`config.mk`:
```
export PLATFORM = sky130hd
export DESIGN_NAME = cmd_seq_player
export DESIGN_NICKNAME = d
export VERILOG_FILES = /design/src/rtl/cmd_seq_player.sv
export SDC_FILE = /design/constraint.sdc
export NUM_CORES = 1
export LEC_CHECK = 0
export CORE_UTILIZATION = 55
export CTS_BUF_LIST = sky130_fd_sc_hd__clkbuf_4
export CTS_CLUSTER_SIZE = 20
export DETAILED_ROUTE_END_ITERATION = 7
export PLACE_DENSITY = 0.88
export SETUP_SLACK_MARGIN = 0.5
export SLEW_MARGIN = 15
export SYNTH_ARGS = -nofsm -noshare
export SYNTH_HDL_FRONTEND = slang
export SYNTH_SLANG_ARGS = --single-unit
```
`constraint.sdc`:
```
create_clock -name clk -period 2.9 [get_ports clk]
set_input_delay 0.58 -clock clk [delete_from_list [all_inputs] [get_ports clk]]
set_output_delay 0.58 -clock clk [all_outputs]
set_load 0.05 [all_outputs]
```
`src/rtl/cmd_seq_player.sv`:
```
// cmd_seq_player: replays a loaded list of Knight commands to the RemoteComm
// host interface. For each command: strobe it out, wait for the response
// byte, check it against ACK_VAL, then hold a settle gap before the next one.
// A nack, a missing response (timeout) or an abort ends playback early. The
// result is reported with a one-cycle done pulse and sticky pass/fail fields.
//
// Ports:
//   clk, rst_n         clock, asynchronous active-low reset
//   ld_en/addr/data    command store write port (IDLE/DONE only)
//   num_cmds, start    playback length (saturated to NUM_CMDS) and go
//   abort              terminate playback from any busy state
//   cmd, snd_cmd       command word and one-cycle send strobe to RemoteComm
//   cmd_snt            RemoteComm finished transmitting
//   resp_rdy, resp     single-cycle response strobe and byte
//   busy, done, pass   status; fail_code 00 none/01 nack/10 timeout/11 abort
//   fail_idx, cmd_idx  failing command index, command in progress
module cmd_seq_player #(
  parameter int                NUM_CMDS     = 8,
  parameter int                CMD_W        = 16,
  parameter int                RESP_W       = 8,
  parameter logic [RESP_W-1:0] ACK_VAL      = 8'hA5,
  parameter logic [23:0]       TIMEOUT_CLKS = 24'd10_000_000,
  parameter logic [17:0]       GAP_CLKS     = 18'd200_000,
  parameter int                IDX_W        = $clog2(NUM_CMDS+1)
) (
  input  logic              clk,
  input  logic              rst_n,
  input  logic              ld_en,
  input  logic [IDX_W-1:0]  ld_addr,
  input  logic [CMD_W-1:0]  ld_data,
  input  logic [IDX_W-1:0]  num_cmds,
  input  logic              start,
  input  logic              abort,
  output logic [CMD_W-1:0]  cmd,
  output logic              snd_cmd,
  input  logic              cmd_snt,
  input  logic              resp_rdy,
  input  logic [RESP_W-1:0] resp,
  output logic              busy,
  output logic              done,
  output logic              pass,
  output logic [1:0]        fail_code,
  output logic [IDX_W-1:0]  fail_idx,
  output logic [IDX_W-1:0]  cmd_idx
);

  // Store address width; at least one bit so NUM_CMDS=1 still has a port.
  localparam int               AW    = (NUM_CMDS > 1) ? $clog2(NUM_CMDS) : 1;
  localparam logic [IDX_W-1:0] N_MAX = IDX_W'(NUM_CMDS);

  localparam logic [1:0] FC_NONE  = 2'b00;
  localparam logic [1:0] FC_NACK  = 2'b01;
  localparam logic [1:0] FC_TMO   = 2'b10;
  localparam logic [1:0] FC_ABORT = 2'b11;

  typedef enum logic [2:0] {IDLE, SEND, WAIT_SNT, WAIT_RESP, GAP, DONE} state_t;

  state_t           state;
  logic [CMD_W-1:0] store [2**AW];
  logic [IDX_W-1:0] n_lat;
  logic [IDX_W-1:0] n_eff;
  logic [IDX_W-1:0] idx_nxt;
  logic             last;
  logic [23:0]      tmo_cnt;
  logic [17:0]      gap_cnt;

  assign n_eff   = (num_cmds > N_MAX) ? N_MAX : num_cmds;
  assign idx_nxt = cmd_idx + IDX_W'(1);
  assign last    = (idx_nxt == n_lat);

  // Store has no reset: contents are undefined until loaded. Out-of-range
  // addresses are dropped so they cannot alias onto a real entry.
  always_ff @(posedge clk) begin
    if (ld_en && (state == IDLE || state == DONE) && (ld_addr < N_MAX))
      store[ld_addr[AW-1:0]] <= ld_data;
  end

  always_ff @(posedge clk or negedge rst_n) begin
    if (!rst_n) begin
      state     <= IDLE;
      cmd       <= '0;
      snd_cmd   <= 1'b0;
      busy      <= 1'b0;
      done      <= 1'b0;
      pass      <= 1'b0;
      fail_code <= FC_NONE;
      fail_idx  <= '0;
      cmd_idx   <= '0;
      n_lat     <= '0;
      tmo_cnt   <= '0;
      gap_cnt   <= '0;
    end else begin
      snd_cmd <= 1'b0;
      done    <= 1'b0;
      // abort outranks every other event in a busy state
      if (abort && (state inside {SEND, WAIT_SNT, WAIT_RESP, GAP})) begin
        state     <= DONE;
        busy      <= 1'b0;
        done      <= 1'b1;
        pass      <= 1'b0;
        fail_code <= FC_ABORT;
        fail_idx  <= cmd_idx;
      end else begin
        case (state)
          IDLE: begin
            if (start) begin
              n_lat     <= n_eff;
              pass      <= 1'b0;
              fail_code <= FC_NONE;
              fail_idx  <= '0;
              cmd_idx   <= '0;
              if (n_eff == '0) begin
                state <= DONE;
                done  <= 1'b1;
                pass  <= 1'b1;
              end else begin
                // outputs for SEND are registered on entry
                state   <= SEND;
                busy    <= 1'b1;
                snd_cmd <= 1'b1;
                cmd     <= store[AW'(0)];
              end
            end
          end
          SEND: begin
            // expiry is flagged at 1 so DONE lands TIMEOUT_CLKS after SEND
            tmo_cnt <= TIMEOUT_CLKS - 24'd1;
            state   <= WAIT_SNT;
          end
          WAIT_SNT, WAIT_RESP: begin
            // an early response is accepted even before cmd_snt, and it
            // beats a timeout expiring in the same cycle
            if (resp_rdy) begin
              if (resp == ACK_VAL) begin
                if (last) begin
                  state <= DONE;
                  busy  <= 1'b0;
                  done  <= 1'b1;
                  pass  <= 1'b1;
                end else begin
                  state   <= GAP;
                  gap_cnt <= GAP_CLKS;
                end
              end else begin
                state     <= DONE;
                busy      <= 1'b0;
                done      <= 1'b1;
                fail_code <= FC_NACK;
                fail_idx  <= cmd_idx;
              end
            end else if (tmo_cnt <= 24'd1) begin
              state     <= DONE;
              busy      <= 1'b0;
              done      <= 1'b1;
              fail_code <= FC_TMO;
              fail_idx  <= cmd_idx;
            end else begin
              tmo_cnt <= tmo_cnt - 24'd1;
              if (state == WAIT_SNT && cmd_snt)
                state <= WAIT_RESP;
            end
          end
          GAP: begin
            // GAP always takes at least one cycle; 0 and 1 behave alike
            if (gap_cnt <= 18'd1) begin
              cmd_idx <= idx_nxt;
              state   <= SEND;
              snd_cmd <= 1'b1;
              cmd     <= store[idx_nxt[AW-1:0]];
            end else begin
              gap_cnt <= gap_cnt - 18'd1;
            end
          end
          DONE:    state <= IDLE;
          default: state <= IDLE;
        endcase
      end
    end
  end

endmodule

```
==> Yosys cells after proc, flatten, opt, wreduce, memory -nomap -nowiden <==
Memories as Yosys holds them, arrays and structs flattened.
Index checks and enable logic that the tools add are counted.
{ "word_totals": {"inputBits": 39, "elab_cells": 135, "ramBits": 128, "output_inout_bits": 30, "n_memories": 1, "reg_bits": 79} }
{ "op_classes": {"eq_ne": 26, "muxes": 66, "magnitude_cmp": 4, "bitwise": 1, "addsub": 3, "reduce_logical": 22} }
{ "memory_table": {"columns": ["name", "depth", "width", "rd", "rd_clocked_by_memory_dff", "write_ports", "line", "text"], "rows": [
  ["store", 8, 16, 2, 0, 1, "59", "logic [CMD_W-1:0] store [2**AW];"]
]} }
{ "op_table": {"columns": ["op", "count"], "rows": [
  ["two-way mux 18 bit", 4],
  ["two-way mux 16 bit", 3],
  ["two-way mux 24 bit", 2],
  ["one-hot mux 24 bit (2 select lines)", 1],
  ["one-hot mux 18 bit (2 select lines)", 1],
  ["one-hot mux 16 bit (2 select lines)", 1],
  ["two-way mux 4 bit", 7],
  ["two-way mux 1 bit", 26],
  ["less-or-equal comparator 24 x 1 -> 1 bit (second input constant)", 1],
  ["two-way mux 3 bit", 8],
  ["subtractor 24 x 1 -> 24 bit (second input constant)", 1],
  ["less-or-equal comparator 18 x 1 -> 1 bit (second input constant)", 1],
  ["subtractor 18 x 1 -> 18 bit (second input constant)", 1],
  ["inequality test 2 bit (second input constant)", 8],
  ["one-hot mux 4 bit (2 select lines)", 2],
  ["AND reduction 5 bit", 3],
  ["inequality test 3 bit (second input constant)", 4],
  ["one-hot mux 3 bit (4 select lines)", 1],
  ["AND reduction 4 bit", 3],
  ["two-way mux 2 bit", 5],
  ["inequality test 5 bit (second input constant)", 2],
  ["== test 8 bit (second input constant)", 1],
  ["inequality test 4 bit (second input constant)", 2],
  ["one-hot mux 1 bit (2 select lines)", 4],
  ["other kinds (22)", 30]
]} }

==> Longest topological paths before layout <==
{ "depth": {"word_depth": 7, "mapped_depth": 9, "depth_no_buf": 7} }

==> Worst setup path after synthesis <==
No wires, ideal clock.
{ "synth_timing": {"path_kind": "reg-to-reg", "from": "reg state[0]", "to": "mem store[0][0] (enable)", "period_less_slack_ns": 2.780, "n_path_buf": 1, "setup_time_ns": 0.409, "stages_incl_launch_ff": 6, "path_slack_ns": 0.120, "required_ns": 2.491, "arrival_time_ns": 2.371, "path_cell_list": "dfrtp_1 > buf_1 > xor2_1 > nor4b_1 > nand2b_1 > nor3_1"} }
{ "synth_between": {"elab_chain_cells": 6, "elab_cells_between_ends": 7, "classes_between": "1 x eq/ne; 2 x mux; 4 x reduce/logical"} }
{ "synth_rtl": {"columns": ["item", "line", "text"], "rows": [
  ["from (decl)", "58", "state_t state;"],
  ["from (signal assigned)", "80", "state <= IDLE;"],
  ["from (signal assigned)", "97", "state <= DONE;"],
  ["from (signal assigned)", "113", "state <= DONE;"],
  ["== test 3 bit or logical NOT 3 bit (tied branches)", "74", "if (ld_en && (state == IDLE || state == DONE) && (ld_addr < N_MAX))"],
  ["logical OR 1 bit *", "74", null],
  ["logical AND 1 bit * (2 in a row)", "74", null],
  ["two-way mux 1 bit *", "74", null],
  ["two-way mux 1 bit (implied by the code) *", "75", "store[ld_addr[AW-1:0]] <= ld_data;"],
  ["to (decl)", "59", null]
]} }
Every way passes the cells marked *; elsewhere a longest branch is shown, timed or not.

==> Worst setup path after layout <==
{ "layout_timing": {"from": "reg tmo_cnt[5]", "to": "reg tmo_cnt[17]"} }
{ "layout_between": {"elab_chain_cells": 4, "elab_cells_between_ends": 7, "classes_between": "1 x add/sub; 1 x order compare; 1 x eq/ne; 3 x mux; 1 x reduce/logical"} }
{ "layout_rtl": {"columns": ["item", "line", "text"], "rows": [
  ["from (decl)", "64", "logic [23:0] tmo_cnt;"],
  ["from (signal assigned)", "127", "tmo_cnt <= TIMEOUT_CLKS - 24'd1;"],
  ["from (signal assigned)", "158", "tmo_cnt <= tmo_cnt - 24'd1;"],
  ["subtractor 24 x 1 -> 24 bit", "158", null],
  ["two-way mux 24 bit", "151", "end else if (tmo_cnt <= 24'd1) begin"],
  ["two-way mux 24 bit", "133", "if (resp_rdy) begin"],
  ["one-hot mux 24 bit (2 select lines)", "104", "case (state)"]
]} }
Several ways; a longest one is shown, not always the timed one. The select of a mux whose other input is x is not followed.
A chain may end at the register's enable or synchronous reset.

==> run summary <==
Syn avg cell area - 13.8 µm²
Slew HR - 0.595
Mapped Area - 0.00930 mm²
Max Fclk - 427 MHz
Total power - 9.09 mW
Detail Placement HPWL - 13.6 mm
Met3 usage - 0.0565
Drt first pass iters - 5
Peak VDD IR - 0.000590 V
CTS tree - done
Die height - 132 µm
Cell count after synthesis - 672
Clock buffer depth - 3
Core Footprint - 0.0165 mm²
M1 GR Usage - 0.289
Power per cell area - 808 mW/mm²
Final worst-path cycle share - 0.807
Vias per cell - 6.09
Die Span X - 132 µm
Post-layout util - 0.680
Post-synth ARST share - 0.382
Via count - 6,448
Top_reg_cell synth - edfxtp_1
Worst path required time - 3510 ps
Synth Area in Compound Gates - 0.0891
Crit Path Category - flip-flop to flip-flop
Post-route setup slack - 560 ps
Post-Synth XOR/XNOR Area - 0.00821
Non-filler instance count after layout - 1,059
Simple logic cell fraction of the synthesized area - 0.116
Clock root buffer - clkbuf_4
Pin count of the biggest net entering global routing - 44
Crit start category - flip-flop
Worst-path clk slew - 70 ps
Layout area overhead - 20.9%
Post-synth EDFFs - 128
# IOs - 69
Initial core utilization - 0.563
Grt met2 use - 0.432
H-tree levels - 2
Global-route wire length before repair - 33.6 mm
Grt ovf - 0
Max Slew Vio Count - 0
Tmin final - 2340 ps
Final Skew - 42.8 ps
Status - finished clean
Ant diodes - 0
Site row count - 47
Fill cell count - 1,143
RSZ-0062 raised after global routing - false
Final Wtd Congestion - 0.882
Placed cells - 962
WL/cell - 19.7 µm
Net Count, Synth - 716
Vias in the first global route - 6,792
Layout cells sized above 1 - 0.266
Synthesis-stage register bit count - 207
Worst Hold Class - primary input to asynchronous set/reset pin
Worst slew pin tran - 607 ps
Final ANT Viol Nets - 0
Crit end category - flip-flop
Post-synthesis cell type count - 65
YS warnings - 0
Seq/Total Area, Yosys - 0.626
Remaining DRCs - 0
Sink Count - 207
Hold Fails Final Rpt - 0
Adder-cell share of the synthesized area - 0.00673
Maxcap violations - 0
Dpl ws - -239 ps
Leakage - 4.13 nW
Most frequent cells in the layout - edfxtp_1, clkbuf_4, dfrtp_1
Combinational family with the most area after synthesis - multiplexers
Num CTS Buffers - 51
TNS Setup - 0 ps
# setup viols final - 0
GR peak layer - met2
Commonest non-fill, non-tap cell in the layout - edfxtp_1
Clock insertion delay at the later pin of the skew report - 700 ps
Die Area - 0.0174 mm²
Arrival time worst endpoint - 2950 ps
Crit Path Max Fanout - 8
Net count, final - 842
Mux cell area share after synthesis - 0.132
GRT Total Usage - 0.247
Multi-input gate area - 0.00339 mm²
Port Buffer Count - 68
Register area - 0.00583 mm²
1st-iter DRT viols - 482
Initial antenna violation count - 0
Overall routed net length - 20.8 mm
cell families (layout without fill, tap and decap cells):
| group | Yosys count | after routing |
|---|---|---|
| xor+xnor | 7 | 7 |
| mux | 80 | 80 |
| flops | 207 | 207 |
| simple gates | 200 | 200 |
| buf+inv | 51 | 218 |
| fa+ha+maj | 5 | 5 |
| compound gates | 122 | 122 |
sequential cells by signal, summed over array words and instances, names as in the netlist, 2 cells and up:
register,cells
cmd,16
store,128
fail_idx,4
fail_code,2
tmo_cnt,24
state,3
cmd_idx,4
gap_cnt,18
n_lat,4
Yosys cell counts (5+ instances only):
master    number  area [µm²]
nor2_1        31         116
inv_1         15        56.3
buf_2         11        55.1
o21ai_0       33         165
ha_1           5        62.6
a31oi_1        5        31.3
edfxtp_1     128        3840
nand3_1       13        65.1
nor3_1        19        95.1
or3_1         15        93.8
mux4_2        32         721
a21oi_1       17        85.1
clkbuf_1      22        82.6
dfrtp_1       79        1980
mux2i_1       30         300
o31ai_1       18         135
nand2b_1      14        87.6
nand2_1       47         176
mux2_2        17         191
or4_1         12        90.1
nor4_1        14        87.6
and2_1         5        31.3
critical path, stage by stage (launching register included):
cell and delay (ps):
dfrtp_1 400, or3_4 410, or4_1 410, or3_4 450, or4_4 430, a21oi_2 160
per-stage QoR:
stage	instance area [µm²]	hold slack, ps
2_1_floorplan	9320	284
3_3_place_gp	10400	469
3_5_place_dp	10400	475
4_1_cts	11100	403
5_1_grt	11200	468
6_report	11200	441
per-layer routing:
metal / vias to the layer above / part of all wire
li1: 2904 / -
met1: 3246 / 0.39
met2: 244 / 0.52
met3: 54 / 0.062
met4: 0 / 0.029
met5: - / 0
where the power goes:
part	internal, mW	switching [mW]	total (mW)
sequential	3.49	0.334	3.83
combinational	0.986	1.73	2.72
clock	1.38	1.16	2.54
layout make-up:
class,count,share of cell area
flip-flops and latches,207,0.518
repair buffers,109,0.0877
multi-input cells,414,0.301
well taps,220,0.0245
clock buffers,89,0.0594
inverters,15,0.00501
clock inverters,5,0.00367
repair_timing:
item | CTS | global route
resized for setup | 36 | 17
pin swaps | 0 | 2
setup endpoints to repair | 62 | 54
setup buffers | 0 | 2
hold buffers | 1 | 0
hold endpoints to repair | 41 | 0
worst paths after layout:
check	cells after the start	from	end	slack (ps)
max	5	tmo_cnt[5]$_DFFE_PN0P_	tmo_cnt[17]$_DFFE_PN0P_	560
min	2	rst_n	cmd[10]$_DFFE_PN0P_	440
max reg2reg	5	tmo_cnt[5]$_DFFE_PN0P_	tmo_cnt[17]$_DFFE_PN0P_	560
min reg2reg	1	gap_cnt[17]$_DFFE_PN0P_	gap_cnt[17]$_DFFE_PN0P_	490
max in group asynchronous	3	rst_n	cmd[5]$_DFFE_PN0P_	1830
min in group clk	1	gap_cnt[17]$_DFFE_PN0P_	gap_cnt[17]$_DFFE_PN0P_	490
Note: power is estimated with default switching activity, not from simulation.
